==> src/rtl/dnn_scorer_pkg.sv <==
// Shared types and helpers for the DNN output scorer.
// The L1 helper is only referenced when SCORER_L1_EN is defined.
package dnn_scorer_pkg;

    typedef enum logic [1:0] {
        SYNC,
        ACCUM,
        REPORT
    } scorer_state_t;

    // First cycle of a block that carries valid network outputs.
    localparam int FIRST_OUT_CYC = 2;
    localparam int L1_CALC_W     = 64;

    // |y - act| for a binary target. Overshoot above 1.0 on a y=1 target
    // counts as zero error rather than wrapping negative.
    function automatic logic [L1_CALC_W-1:0] abs_err_l1(
        input logic                 y,
        input logic [L1_CALC_W-1:0] act,
        input int unsigned          frac_bits
    );
        logic [L1_CALC_W-1:0] one;
        one = L1_CALC_W'(1) << frac_bits;
        if (!y) begin
            return act;
        end
        return (act >= one) ? '0 : one - act;
    endfunction

endpackage

==> src/rtl/dnn_output_scorer_window.sv <==
// sliding_window_counter: shift register of the last WINDOW per-case
// correct bits with an incrementally maintained population count.
module sliding_window_counter
    import dnn_scorer_pkg::*;
#(
    parameter  int WINDOW = 100,
    localparam int CNT_W  = $clog2(WINDOW + 1)
) (
    input  logic             clk,
    input  logic             reset,
    input  logic             i_push,
    input  logic             i_bit,
    output logic [CNT_W-1:0] o_count,
    output logic             o_full
);

    logic [WINDOW-1:0] r_hist;
    logic [CNT_W-1:0]  r_count;
    logic [CNT_W-1:0]  r_fill;

    // NOTE: the history is reset on purpose; empty slots must read as 0 so
    // the count stays exact while the window is still filling.
    always_ff @(posedge clk or posedge reset) begin
        if (reset) begin
            r_hist  <= '0;
            r_count <= '0;
            r_fill  <= '0;
        end else if (i_push) begin
            // NOTE: non-blocking assignments, so r_hist[WINDOW-1] here is the
            // entry leaving the window, not the one just shifted in.
            r_count <= r_count + CNT_W'(i_bit) - CNT_W'(r_hist[WINDOW-1]);
            r_hist  <= {r_hist[WINDOW-2:0], i_bit};
            if (r_fill != CNT_W'(WINDOW)) begin
                r_fill <= r_fill + CNT_W'(1);
            end
        end
    end

    assign o_count = r_count;
    assign o_full  = (r_fill == CNT_W'(WINDOW));

endmodule

==> src/rtl/dnn_output_scorer.sv <==
// dnn_output_scorer: scores each training case of the DNN output stream.
// Optional macro SCORER_L1_EN adds the act_l input and l1_case output.
module dnn_output_scorer
    import dnn_scorer_pkg::*;
#(
    parameter  int CPC         = 18,
    parameter  int OUT_PER_CYC = 1,
    parameter  int WINDOW      = 100,
    parameter  int CNT_W       = 32,
    parameter  int WIDTH       = 32,
    parameter  int FRAC_BITS   = 21,
    localparam int IDX_W       = $clog2(CPC),
    localparam int RC_W        = $clog2(WINDOW + 1)
) (
    input  logic                   clk,
    input  logic                   reset,
    input  logic [IDX_W-1:0]       cycle_index,
    input  logic [OUT_PER_CYC-1:0] a_out,
    input  logic [OUT_PER_CYC-1:0] y_out,
`ifdef SCORER_L1_EN
    input  logic [WIDTH-1:0]       act_l,
    output logic [WIDTH+IDX_W-1:0] l1_case,
`endif
    output logic                   case_done,
    output logic                   case_correct,
    output logic [CNT_W-1:0]       num_cases,
    output logic [CNT_W-1:0]       total_error,
    output logic [RC_W-1:0]        recent_correct,
    output logic                   window_full
);

    if (FRAC_BITS >= WIDTH) begin : g_frac_check
        $error("FRAC_BITS must be smaller than WIDTH");
    end

    scorer_state_t    r_state;
    logic             r_err;
    logic [IDX_W-1:0] r_prev_idx;

    logic w_valid_cyc;
    logic w_last_cyc;
    logic w_backward;
    logic w_mismatch;
    logic w_accum_cyc;
    logic w_report_edge;
    logic w_case_correct;

    assign w_valid_cyc    = (cycle_index >= IDX_W'(FIRST_OUT_CYC)) &&
                            (cycle_index <= IDX_W'(CPC - 1));
    assign w_last_cyc     = (cycle_index == IDX_W'(CPC - 1));
    assign w_backward     = (cycle_index < r_prev_idx);
    assign w_mismatch     = |(a_out ^ y_out);
    assign w_accum_cyc    = (r_state == ACCUM) && !w_backward && w_valid_cyc;
    assign w_report_edge  = w_accum_cyc && w_last_cyc;
    // The final output cycle is folded in directly, it never reaches r_err.
    assign w_case_correct = !(r_err | w_mismatch);

    always_ff @(posedge clk or posedge reset) begin
        if (reset) begin
            r_state      <= SYNC;
            r_err        <= 1'b0;
            r_prev_idx   <= '0;
            case_done    <= 1'b0;
            case_correct <= 1'b0;
            num_cases    <= '0;
            total_error  <= '0;
        end else begin
            r_prev_idx <= cycle_index;
            case_done  <= 1'b0;
            case (r_state)
                SYNC: begin
                    r_err <= 1'b0;
                    if (cycle_index == '0) begin
                        r_state <= ACCUM;
                    end
                end
                ACCUM: begin
                    if (w_backward) begin
                        r_state <= SYNC;
                        r_err   <= 1'b0;
                    end else if (w_report_edge) begin
                        r_state      <= REPORT;
                        case_done    <= 1'b1;
                        case_correct <= w_case_correct;
                        if (num_cases != '1) begin
                            num_cases <= num_cases + CNT_W'(1);
                        end
                        if (!w_case_correct && total_error != '1) begin
                            total_error <= total_error + CNT_W'(1);
                        end
                    end else if (w_accum_cyc) begin
                        r_err <= r_err | w_mismatch;
                    end
                end
                REPORT: begin
                    r_state <= ACCUM;
                    r_err   <= 1'b0;
                end
                default: r_state <= SYNC;
            endcase
        end
    end

    sliding_window_counter #(
        .WINDOW (WINDOW)
    ) u_window (
        .clk     (clk),
        .reset   (reset),
        .i_push  (w_report_edge),
        .i_bit   (w_case_correct),
        .o_count (recent_correct),
        .o_full  (window_full)
    );

`ifdef SCORER_L1_EN
    localparam int L1_W = WIDTH + IDX_W;

    if (OUT_PER_CYC != 1) begin : g_l1_check
        $error("SCORER_L1_EN requires OUT_PER_CYC == 1");
    end

    logic [L1_W-1:0] r_l1_acc;
    logic [L1_W-1:0] w_l1_term;

    assign w_l1_term = L1_W'(abs_err_l1(y_out[0], L1_CALC_W'(act_l), FRAC_BITS));

    always_ff @(posedge clk or posedge reset) begin
        if (reset) begin
            r_l1_acc <= '0;
            l1_case  <= '0;
        end else if (w_report_edge) begin
            l1_case  <= r_l1_acc + w_l1_term;
            r_l1_acc <= '0;
        end else if (w_accum_cyc) begin
            r_l1_acc <= r_l1_acc + w_l1_term;
        end else if (r_state != ACCUM || w_backward) begin
            r_l1_acc <= '0;
        end
    end
`endif

endmodule
==> config.mk <==
export PLATFORM = sky130hd
export DESIGN_NAME = dnn_output_scorer
export DESIGN_NICKNAME = d
export VERILOG_FILES = /design/src/rtl/dnn_scorer_pkg.sv /design/src/rtl/dnn_output_scorer_window.sv /design/src/rtl/dnn_output_scorer.sv
export SDC_FILE = /design/constraint.sdc
export NUM_CORES = 1
export LEC_CHECK = 0
export ABC_AREA = 0
export CORE_MARGIN = 3
export CORE_UTILIZATION = 45
export DETAILED_ROUTE_END_ITERATION = 8
export DONT_BUFFER_PORTS = 1
export SETUP_SLACK_MARGIN = 0.2
export SKIP_LAST_GASP = 1
export SLEW_MARGIN = 15
export SYNTH_ARGS = -nofsm -noshare
export SYNTH_HDL_FRONTEND = slang
export SYNTH_HIERARCHICAL = 1
export SYNTH_SLANG_ARGS = --single-unit
==> constraint.sdc <==
create_clock -name clk -period 8.4 [get_ports clk]
set_clock_uncertainty 0.15 [all_clocks]
set_input_delay 0.84 -clock clk [delete_from_list [all_inputs] [get_ports clk]]
set_output_delay 0.84 -clock clk [all_outputs]
set_load 0.005 [all_outputs]
==> results_dict.tcl, run 1 <==
set metrics [dict create \
    timing.critical_path.cells "or4b_4 -> a211oi_4 -> nand2_1 -> inv_4 -> buf_4 -> nand4_1 -> nor2_1 -> xor2_1" \
    report.final.slew_viol_count 0 \
    worst_hold_path_type "in -> async" \
    warnings_from_yosys 6 \
    synth_cell_types 52 \
    power-per-cell-area_nw_per_um2 197 \
    setup_violation_total_in_the_final_timing_report 0 \
    synth.avg_cell_area_um2 12.6 \
    grt_pass1_vias 5095 \
    cts-htree-levels 4 \
    clockRootBuffer "sky130_fd_sc_hd__clkbuf_16" \
    status "finished clean" \
    avgViaCountPerCell 5.54 \
    cpMaxStageDelayCell "sky130_fd_sc_hd__inv_4" \
    worst_slack_ps 4200 \
    fmax_ghz 0.238 \
    cts_setup_buffers 0 \
    worst_path_largest_cell_delay_ps 710 \
    half_perimeter_wire_length_after_detailed_placement_mm 9.95 \
    synth-xor-area-share_pct 6.89 \
    worst-path-max-fanout 65 \
    setup.worst_path.start_class "input pin" \
    critPathCaptureType "flip-flop" \
    initial_standard_cell_utilization_of_the_core_pct 46.8 \
    synth-simple-area-share_pct 12.8 \
    max_cap_violations 0 \
    filler_free_cell_count_of_the_finished_design 894 \
    detail_route.wirelength_mm 14.8 \
    vias 4956 \
    synth-compound-area-share_pct 3.74 \
    post_synth_edffs 0 \
    route.detailed.drc 0 \
    ys.flop_type "sky130_fd_sc_hd__dfrtp_1" \
    core_area_um2 17700 \
    gp_routability_congestion 0.827 \
    drive_gt1_share_pct 22.1 \
    grt_overflow_total 0 \
    cp.arrival_ps 4390 \
    grt_start_max_net_pins 91 \
    finish.net_count 683 \
    period_share_pct 50.0 \
    static-leakage-power_nw 4.43 \
    wire_per_inst_um 16.6 \
    place_worst_setup_slack_ps 3740 \
    grt_first_pass_wirelength_mm 25.6 \
    reg2regPathDepth 10 \
    dpl.cell_count 864 \
    largest_family_of_logic_cells_by_synthesized_area "multiplexers" \
    worst-path-buf-inv 2 \
    antenna_found_initial 0 \
    die_x_um 142 \
    postSynthRegisterBits 188 \
    async_reset_ff_share_pct 100 \
    setup.worst_path.class "in -> reg" \
    antenna_violation_net_count_after_detailed_routing 0 \
    max-slew-margin-rel_pct 37.0 \
    die_height_um 142 \
    port-buffer-count 0 \
    detailedRoute.firstPassIterationCount 4 \
    report.final.hold_viol_count 0 \
    global_route.usage.total_pct 15.7 \
    ioPinCount 83 \
    critPathTopFamily "simple AND/OR/NAND/NOR gates" \
    totalNegativeSetupSlack_ps 0 \
    tightestPinTransition_ps 945 \
    clk_transition_reported_paths_ps 70 \
    synth_mux_area_share_pct 14.4 \
    clk_latency_ps 420 \
    area.growth.synth_to_final_pct 9.90 \
    fin_crit_ps 4200 \
    clock_sink_count 188 \
    syn_area_um2 8270 \
    row_count 48 \
    cts_tree "done" \
    vdd.ir_drop.worst_uv 144 \
    rsz0062_at_grt "false" \
    critical_path_depth 8 \
    synth_fp_nets 682 \
    cp.required_ps 8590 \
    adder_cell_share_of_the_synthesized_area_pct 2.51 \
    drt-initial-drc-count 239 \
    antennaDiodeCount 0 \
    cts_hold_buf 0 \
    die_area_um2 20000 \
    post_synth_inst_count 657 \
    tritoncts.num_buffers 17 \
    clock_tree.buffer_depth 2 \
    cts_repair_resize_count 0 \
    synth_seq_area_share_pct 56.9 \
]
==> registers in the layout, indices dropped and copies added (netlist names), 2 cells and up <==
register / flops
num_cases: 32
r_prev_idx: 5
r_state: 2
total_error: 32
u_window/o_count: 7
u_window/r_fill: 7
u_window/r_hist: 100
==> worst paths after layout <==
path	endpoint	slack, ps	from
max	u_window/r_fill[5]	4200	cycle_index[2]
min	u_window/r_fill[1]	100	reset
max reg2reg	u_window/r_fill[5]	4320	r_prev_idx[4]
min reg2reg	u_window/r_fill[6]	320	u_window/r_fill[6]
max in group asynchronous	u_window/r_hist[36]	6930	reset
min in group clk	r_prev_idx[3]	290	cycle_index[3]
==> final cells by class <==
class                      instances  area [µm²]
fill                            1514        8570
sequential                       188        4700
multi-input combinational        414        3330
clock buffer                      23         468
tap                              225         282
clock inverter                     7         139
inverter                          34         133
timing repair buffer               3        26.3
==> placed cells by master (no fill, tap or decap), types with 9 or more instances in the layout <==
cell type                   count
sky130_fd_sc_hd__a21oi_1       11
sky130_fd_sc_hd__xor2_1        27
sky130_fd_sc_hd__nor4_1        16
sky130_fd_sc_hd__nand4_1       29
sky130_fd_sc_hd__inv_1         30
sky130_fd_sc_hd__and3_1        18
sky130_fd_sc_hd__and4_1         9
sky130_fd_sc_hd__ha_1          15
sky130_fd_sc_hd__nand2_1       27
sky130_fd_sc_hd__mux2_2       104
sky130_fd_sc_hd__dfrtp_1      188
sky130_fd_sc_hd__xnor2_1       38
sky130_fd_sc_hd__nor3_1        16
sky130_fd_sc_hd__clkbuf_16     17
sky130_fd_sc_hd__nor2_1        14
sky130_fd_sc_hd__nand3_1       33
==> Yosys cell counts (all sizes together), types with 2 or more instances <==
cell type  number  area (µm²)
o21ai           8        40.0
clkbuf          7        26.3
nand2          27         101
xor2           27         236
a211oi          2        27.5
nor3           16        80.1
a21boi          3        22.5
ha             15         188
nand4          31         206
mux2i           2        20.0
nor2           14        52.6
mux2          104        1170
a21oi          11        55.1
nor4           17         113
nand3          33         165
and2            5        31.3
o2111ai         3        26.3
a211o           2        17.5
or4b            2        23.8
and4            9        78.8
dfrtp         188        4700
or3b            2        17.5
a21o            5        37.5
nand2b          3        18.8
buf            14        75.1
or4             2        18.8
xnor2          38         333
inv            34         128
and3           18         113
==> per-stage QoR <==
stage          instance area [µm²]  util (%)  power [W]  hold WS (ps)
5_1_grt                       9090      51.5    0.00187           100
4_1_cts                       9080      51.4    0.00182          85.3
6_report                      9090      51.5    0.00179          97.9
2_1_floorplan                 8270         -   0.000967           291
3_5_place_dp                  8480      48.0   0.000981           307
3_3_place_gp                  8480      48.0   0.000978           317
==> metal layers <==
layer / track usage, % / vias to the layer above / part of all wire [%]
met4: 5.71 / 0 / 1.7
met1: 21.2 / 2497 / 46
met3: 5.39 / 21 / 5.2
met5: 0 / - / 0
li1: - / 2345 / -
met2: 23.6 / 93 / 47
==> report_power, final <==
| group | switching (W) | internal (W) |
|---|---|---|
| Sequential | 0.00000367 | 0.000909 |
| Combinational | 0.0000356 | 0.0000141 |
| Clock | 0.000320 | 0.000511 |
| Total | 0.000360 | 0.00143 |
==> cells by family (layout without fill, tap and decap cells) <==
family                     after synthesis  after routing
muxes                                  106            106
AOI/OAI and AO/OA                       43             43
and+or+nand+nor                        184            184
adders and majority gates               16             16
xor gates and xnor gates                65             65
DFF                                    188            188
buffers and inverters                   55             67
(Power assumes the default switching activity.)
==> run 2: changes to the inputs <==
==> constraint.sdc (replaced) <==
create_clock -name clk -period 3.58 [get_ports clk]
set_clock_uncertainty 0.15 [all_clocks]
set_input_delay 0.358 -clock clk [delete_from_list [all_inputs] [get_ports clk]]
set_output_delay 0.358 -clock clk [all_outputs]
set_load 0.005 [all_outputs]
==> results_dict.tcl, run 2 (synthesis results as in run 1) <==
set metrics [dict create \
    gp_routability_congestion 0.811 \
    half_perimeter_wire_length_after_detailed_placement_mm 10.0 \
    fmax_ghz 0.370 \
    setup_violation_total_in_the_final_timing_report 0 \
    vias 4988 \
    antenna_found_initial 0 \
    mostFrequentLayoutCell "sky130_fd_sc_hd__dfrtp_1" \
    cp.required_ps 3740 \
    power_frac_seq_pct 50.3 \
    drt-initial-drc-count 229 \
    grt_start_max_net_pins 115 \
    layout.area.seq_um2 4700 \
    max-slew-margin-rel_pct 30.3 \
    clock_tree.buffer_depth 2 \
    cts-htree-levels 4 \
    die_area_um2 20000 \
    n_fill_cell 1534 \
    static-leakage-power_nw 4.49 \
    internal-power_w 0.00335 \
    ioPinCount 83 \
    vdd.ir_drop.worst_uv 323 \
    worst_path_largest_cell_delay_ps 370 \
    initial_standard_cell_utilization_of_the_core_pct 46.8 \
    regMostFlops "u_window/r_hist" \
    detail_route.wirelength_mm 15.1 \
    power.switching_fraction_pct 21.3 \
    clockRootBuffer "sky130_fd_sc_hd__clkbuf_16" \
    layout_common_cells "sky130_fd_sc_hd__dfrtp_1 (188), sky130_fd_sc_hd__mux2_2 (104), sky130_fd_sc_hd__xnor2_1 (38)" \
    detailedRoute.firstPassIterationCount 4 \
    clk_transition_reported_paths_ps 70 \
    wire_per_inst_um 16.6 \
    worst_path_most_repeated_cell "sky130_fd_sc_hd__nand2_1" \
    die_height_um 142 \
    status "finished clean" \
    cts_repair_resize_count 0 \
    dpl.cell_count 871 \
    fin_crit_ps 2700 \
    cts_tree "done" \
    route.detailed.drc 0 \
    setup.worst_path.class "reg -> reg" \
    global_route.usage.total_pct 15.7 \
    area.growth.synth_to_final_pct 11.7 \
    largest_reg_flops 100 \
    max_cap_violations 0 \
    worst_hold_path_type "in -> reg" \
    cp.arrival_ps 2860 \
    port-buffer-count 0 \
    grt_overflow_total 0 \
    finish.net_count 696 \
    comb_power_share_pct 2.9 \
    clock_sink_count 188 \
    report.final.hold_viol_count 0 \
    power.clock.fraction_pct 46.8 \
    core_area_um2 17700 \
    cpMaxStageDelayCell "sky130_fd_sc_hd__mux2_2" \
    totalNegativeSetupSlack_ps 0 \
    period_share_pct 75.4 \
    worst-path-max-fanout 88 \
    setup.worst_path.start_class "flip-flop" \
    rsz0062_at_grt "false" \
    avgViaCountPerCell 5.49 \
    grt_first_pass_wirelength_mm 25.7 \
    clk_latency_ps 430 \
    area_of_the_multi_input_gates_um2 3330 \
    report.final.slew_viol_count 0 \
    antennaDiodeCount 0 \
    antenna_violation_net_count_after_detailed_routing 0 \
    timing.critical_path.cells "inv_1 -> ha_1 -> nand2_1 -> a211oi_4 -> nand2_1 -> inv_4 -> buf_12 -> buf_4 -> mux2_2" \
    tightestPinTransition_ps 1050 \
    drive_gt1_share_pct 23.1 \
    filler_free_cell_count_of_the_finished_design 909 \
    grt_pass1_vias 5082 \
    net-switching-power_w 0.000905 \
    row_count 48 \
    biggestRegsByFlops "u_window/r_hist x100, num_cases x32, total_error x32" \
    critPathCaptureType "flip-flop" \
    die_x_um 142 \
    tritoncts.num_buffers 17 \
    power-per-cell-area_nw_per_um2 461 \
]
[run 2: cell type report]
class | instances | area share, %
Timing Repair Buffer | 16 | 1.73
Clock inverter | 12 | 2.02
Inverter | 34 | 1.45
Clock buffer | 20 | 4.73
Tap cell | 225 | 3.05
Multi-Input combinational cell | 414 | 36.1
Sequential cell | 188 | 50.9
[run 2: critical path, delay by kind of cell, from the launching register on]
family | cells | cell delay, ps
fa+ha+maj | 1 | 300
mux | 1 | 370
flops | 1 | 330
simple gates | 2 | 260
buf+inv | 4 | 800
compound gates | 1 | 330
[run 2: path summary, 6_finish.rpt]
path,from,to,slack [ps],cells past startpoint
setup / recovery,r_prev_idx[4],u_window/r_hist[19],880,9
min in group asynchronous,reset,u_window/r_fill[4],460,3
setup reg to reg,r_prev_idx[4],u_window/r_hist[19],880,9
hold reg to reg,u_window/r_fill[5],u_window/r_fill[5],340,1
hold / removal,cycle_index[4],r_state[0],30,3
max in group asynchronous,reset,num_cases[23],1920,3
[run 2: power groups by stage]
| stage | registers, W | logic (W) | clock network (W) |
|---|---|---|---|
| floorplan | 0.00218 | 0.0000898 | 0 |
| global placement | 0.00218 | 0.000116 | 0 |
| detailed placement | 0.00218 | 0.000120 | 0 |
| CTS | 0.00214 | 0.000128 | 0.00205 |
| global route | 0.00214 | 0.000143 | 0.00214 |
| finish | 0.00214 | 0.000123 | 0.00199 |
[run 2: metrics by stage]
step / power, W / area (µm²) / utilization (%) / setup WS, ps / hold WS (ps)
after global routing: 0.00443 / 9240 / 52.3 / 691 / 14.0
after detailed placement: 0.00230 / 8550 / 48.4 / 783 / 240
after CTS: 0.00432 / 9240 / 52.3 / 869 / 0.497
final: 0.00426 / 9240 / 52.3 / 880 / 28.9
after floorplan: 0.00227 / 8270 / - / 769 / 239
after global placement: 0.00230 / 8550 / 48.4 / 816 / 240
[run 2: repair_timing]
action	CTS	global route
setup buffers	0	0
hold endpoints to repair	167	0
hold buffers	6	0
[run 2: per-layer routing]
layer	global-route usage [%]	up-vias	wire, µm
li1	-	2383	-
met1	21.4	2512	6940
met2	23.8	78	7060
met3	5.06	15	869
met4	5.61	0	198
met5	0	-	0
==> run 3: changes to the inputs <==
==> constraint.sdc (replaced) <==
create_clock -name clk -period 2.28 [get_ports clk]
set_clock_uncertainty 0.15 [all_clocks]
set_input_delay 0.228 -clock clk [delete_from_list [all_inputs] [get_ports clk]]
set_output_delay 0.228 -clock clk [all_outputs]
set_load 0.005 [all_outputs]
==> results_dict.tcl, run 3 (synthesis results as in run 1) <==
set metrics [dict create \
    biggestRegsByFlops "u_window/r_hist x100, num_cases x32, total_error x32" \
    cp.arrival_ps 2500 \
    worst-path-buf-inv 5 \
    route.detailed.drc 0 \
    internal-power_w 0.00499 \
    die_height_um 142 \
    whs_ps 113 \
    worst_path_largest_cell_delay_ps 350 \
    die_x_um 142 \
    period_share_pct 101 \
    global_route.usage.total_pct 17.8 \
    end_of_the_worst_register_to_register_path "num_cases[15]" \
    setup_violation_total_in_the_final_timing_report 3 \
    clock_tree.buffer_depth 2 \
    comb_power_share_pct 4.2 \
    net-switching-power_w 0.00140 \
    power.switching_fraction_pct 22.0 \
    largest_reg_flops 100 \
    die_area_um2 20000 \
    report.final.hold_viol_count 0 \
    fmax_ghz 0.435 \
    wire_per_inst_um 17.8 \
    power.clock.fraction_pct 43.2 \
    grt_first_pass_wirelength_mm 28.8 \
    antenna_violation_net_count_after_detailed_routing 0 \
    power_frac_seq_pct 52.6 \
    failed_checks "setup timing" \
    grt_start_max_net_pins 48 \
    cp.required_ps 2480 \
    clockRootBuffer "sky130_fd_sc_hd__clkbuf_16" \
    hold-path-cell-count 4 \
    regMostFlops "u_window/r_hist" \
    antennaDiodeCount 0 \
    half_perimeter_wire_length_after_detailed_placement_mm 11.0 \
    power-per-cell-area_nw_per_um2 616 \
    fin_crit_ps 2300 \
    detail_route.wirelength_mm 17.3 \
    worst_path_most_repeated_cell "sky130_fd_sc_hd__buf_6" \
    static-leakage-power_nw 5.00 \
    drt-initial-drc-count 281 \
    tritoncts.num_buffers 17 \
    setup.worst_path.class "reg -> reg" \
    cpMaxStageDelayCell "sky130_fd_sc_hd__dfrtp_1" \
    clk_latency_ps 420 \
    initial_standard_cell_utilization_of_the_core_pct 46.8 \
    ioPinCount 83 \
    detailedRoute.firstPassIterationCount 4 \
    drive_gt1_share_pct 37.2 \
    min_from "a_out" \
    finish.net_count 767 \
    row_count 48 \
    clock_sink_count 188 \
    reg2regPathDepth 11 \
    setup.worst_path.start_class "flip-flop" \
    dpl.cell_count 919 \
    critPathTopFamily "buffers and inverters" \
    vdd.ir_drop.worst_uv 505 \
    max_cap_violations 0 \
    place_worst_setup_slack_ps -96.0 \
    grt_overflow_total 0 \
    area.growth.synth_to_final_pct 25.4 \
    mostFrequentLayoutCell "sky130_fd_sc_hd__dfrtp_1" \
    totalNegativeSetupSlack_ps -27.6 \
    critPathCaptureType "flip-flop" \
    filler_free_cell_count_of_the_finished_design 977 \
    clk_transition_reported_paths_ps 60 \
    setup.reg_to_reg.worst_slack_ps -20 \
    rsz0062_at_grt "true" \
    max-slew-margin-rel_pct 54.2 \
    report.final.slew_viol_count 0 \
    antenna_found_initial 0 \
    tightestPinTransition_ps 686 \
    avgViaCountPerCell 5.52 \
    timing.critical_path.cells "inv_2 -> ha_4 -> nand2_4 -> a211oi_4 -> buf_6 -> buf_6 -> nand4_4 -> buf_8 -> buf_4 -> nor4_4 -> xor2_1" \
    worst-path-max-fanout 7 \
    layout_common_cells "sky130_fd_sc_hd__dfrtp_1 (188), sky130_fd_sc_hd__mux2_2 (102), sky130_fd_sc_hd__buf_4 (59)" \
    vias 5393 \
    r2r-start "r_prev_idx[4]" \
    port-buffer-count 0 \
    worst_hold_path_type "in -> reg" \
    gp_routability_congestion 0.851 \
    hold_end "case_correct" \
    worst_slack_ps -19.5 \
    n_fill_cell 1404 \
    status "complete, but fails checks" \
    core_area_um2 17700 \
    cts_tree "done" \
    fin_util_pct 58.7 \
    cts-htree-levels 4 \
    grt_pass1_vias 5663 \
]
run 3: routing by layer:
| metal | GRT usage [%] | routed length [µm] | vias up |
|---|---|---|---|
| li1 | - | - | 2512 |
| met1 | 22.9 | 7480 | 2748 |
| met2 | 28.9 | 8570 | 102 |
| met3 | 5.26 | 934 | 31 |
| met4 | 6.21 | 360 | 0 |
| met5 | 0 | 0 | - |
run 3: tightest hold or removal path: cells and delay by family:
kind	cells	cell delay, ps
compound gates	1	70
xor+xnor	1	70
buf+inv	1	150
simple gates	1	120
run 3: timing repair:
action | CTS | global route
buffers inserted | 5 | 13
setup endpoints to repair | 175 | 178
gates cloned | 1 | 4
pin swaps | 19 | 11
endpoints found under the hold margin | 150 | 0
gates resized for setup | 54 | 43
hold buffers | 6 | 0
run 3: power groups by stage:
stage                     combinational (W)  sequential [W]  clock, W
final                              0.000271         0.00336   0.00276
after detailed placement           0.000220         0.00342         0
after floorplan                    0.000144         0.00342         0
after global placement             0.000211         0.00342         0
after CTS                          0.000255         0.00336   0.00284
after global routing               0.000306         0.00336   0.00297
run 3: cell type report:
cell class                 instances  area [µm²]  share of cell area [%]
tap                              225         282                    2.72
multi-input combinational        414        3810                    36.8
sequential                       188        4700                    45.4
timing repair buffer              87         890                    8.58
inverter                          34         143                    1.38
clock buffer                      21         450                    4.34
clock inverter                     8        87.6                   0.845
run 3: how the worst max path moves through the flow:
stage / startpoint / endpoint / cells after the start
CTS: r_prev_idx[4] / u_window/o_count[6] / 10
finish: r_prev_idx[4] / num_cases[15] / 11
global placement: r_prev_idx[4] / u_window/o_count[6] / 10
floorplan: cycle_index[1] / u_window/o_count[6] / 10
global route: r_prev_idx[4] / u_window/o_count[6] / 10
detailed placement: r_prev_idx[4] / total_error[6] / 9
run 3: stage by stage:
stage,power [W],area (µm²)
5_1_grt,0.00664,10400
4_1_cts,0.00646,9990
2_1_floorplan,0.00357,8370
3_3_place_gp,0.00363,9010
3_5_place_dp,0.00364,9010
6_report,0.00639,10400
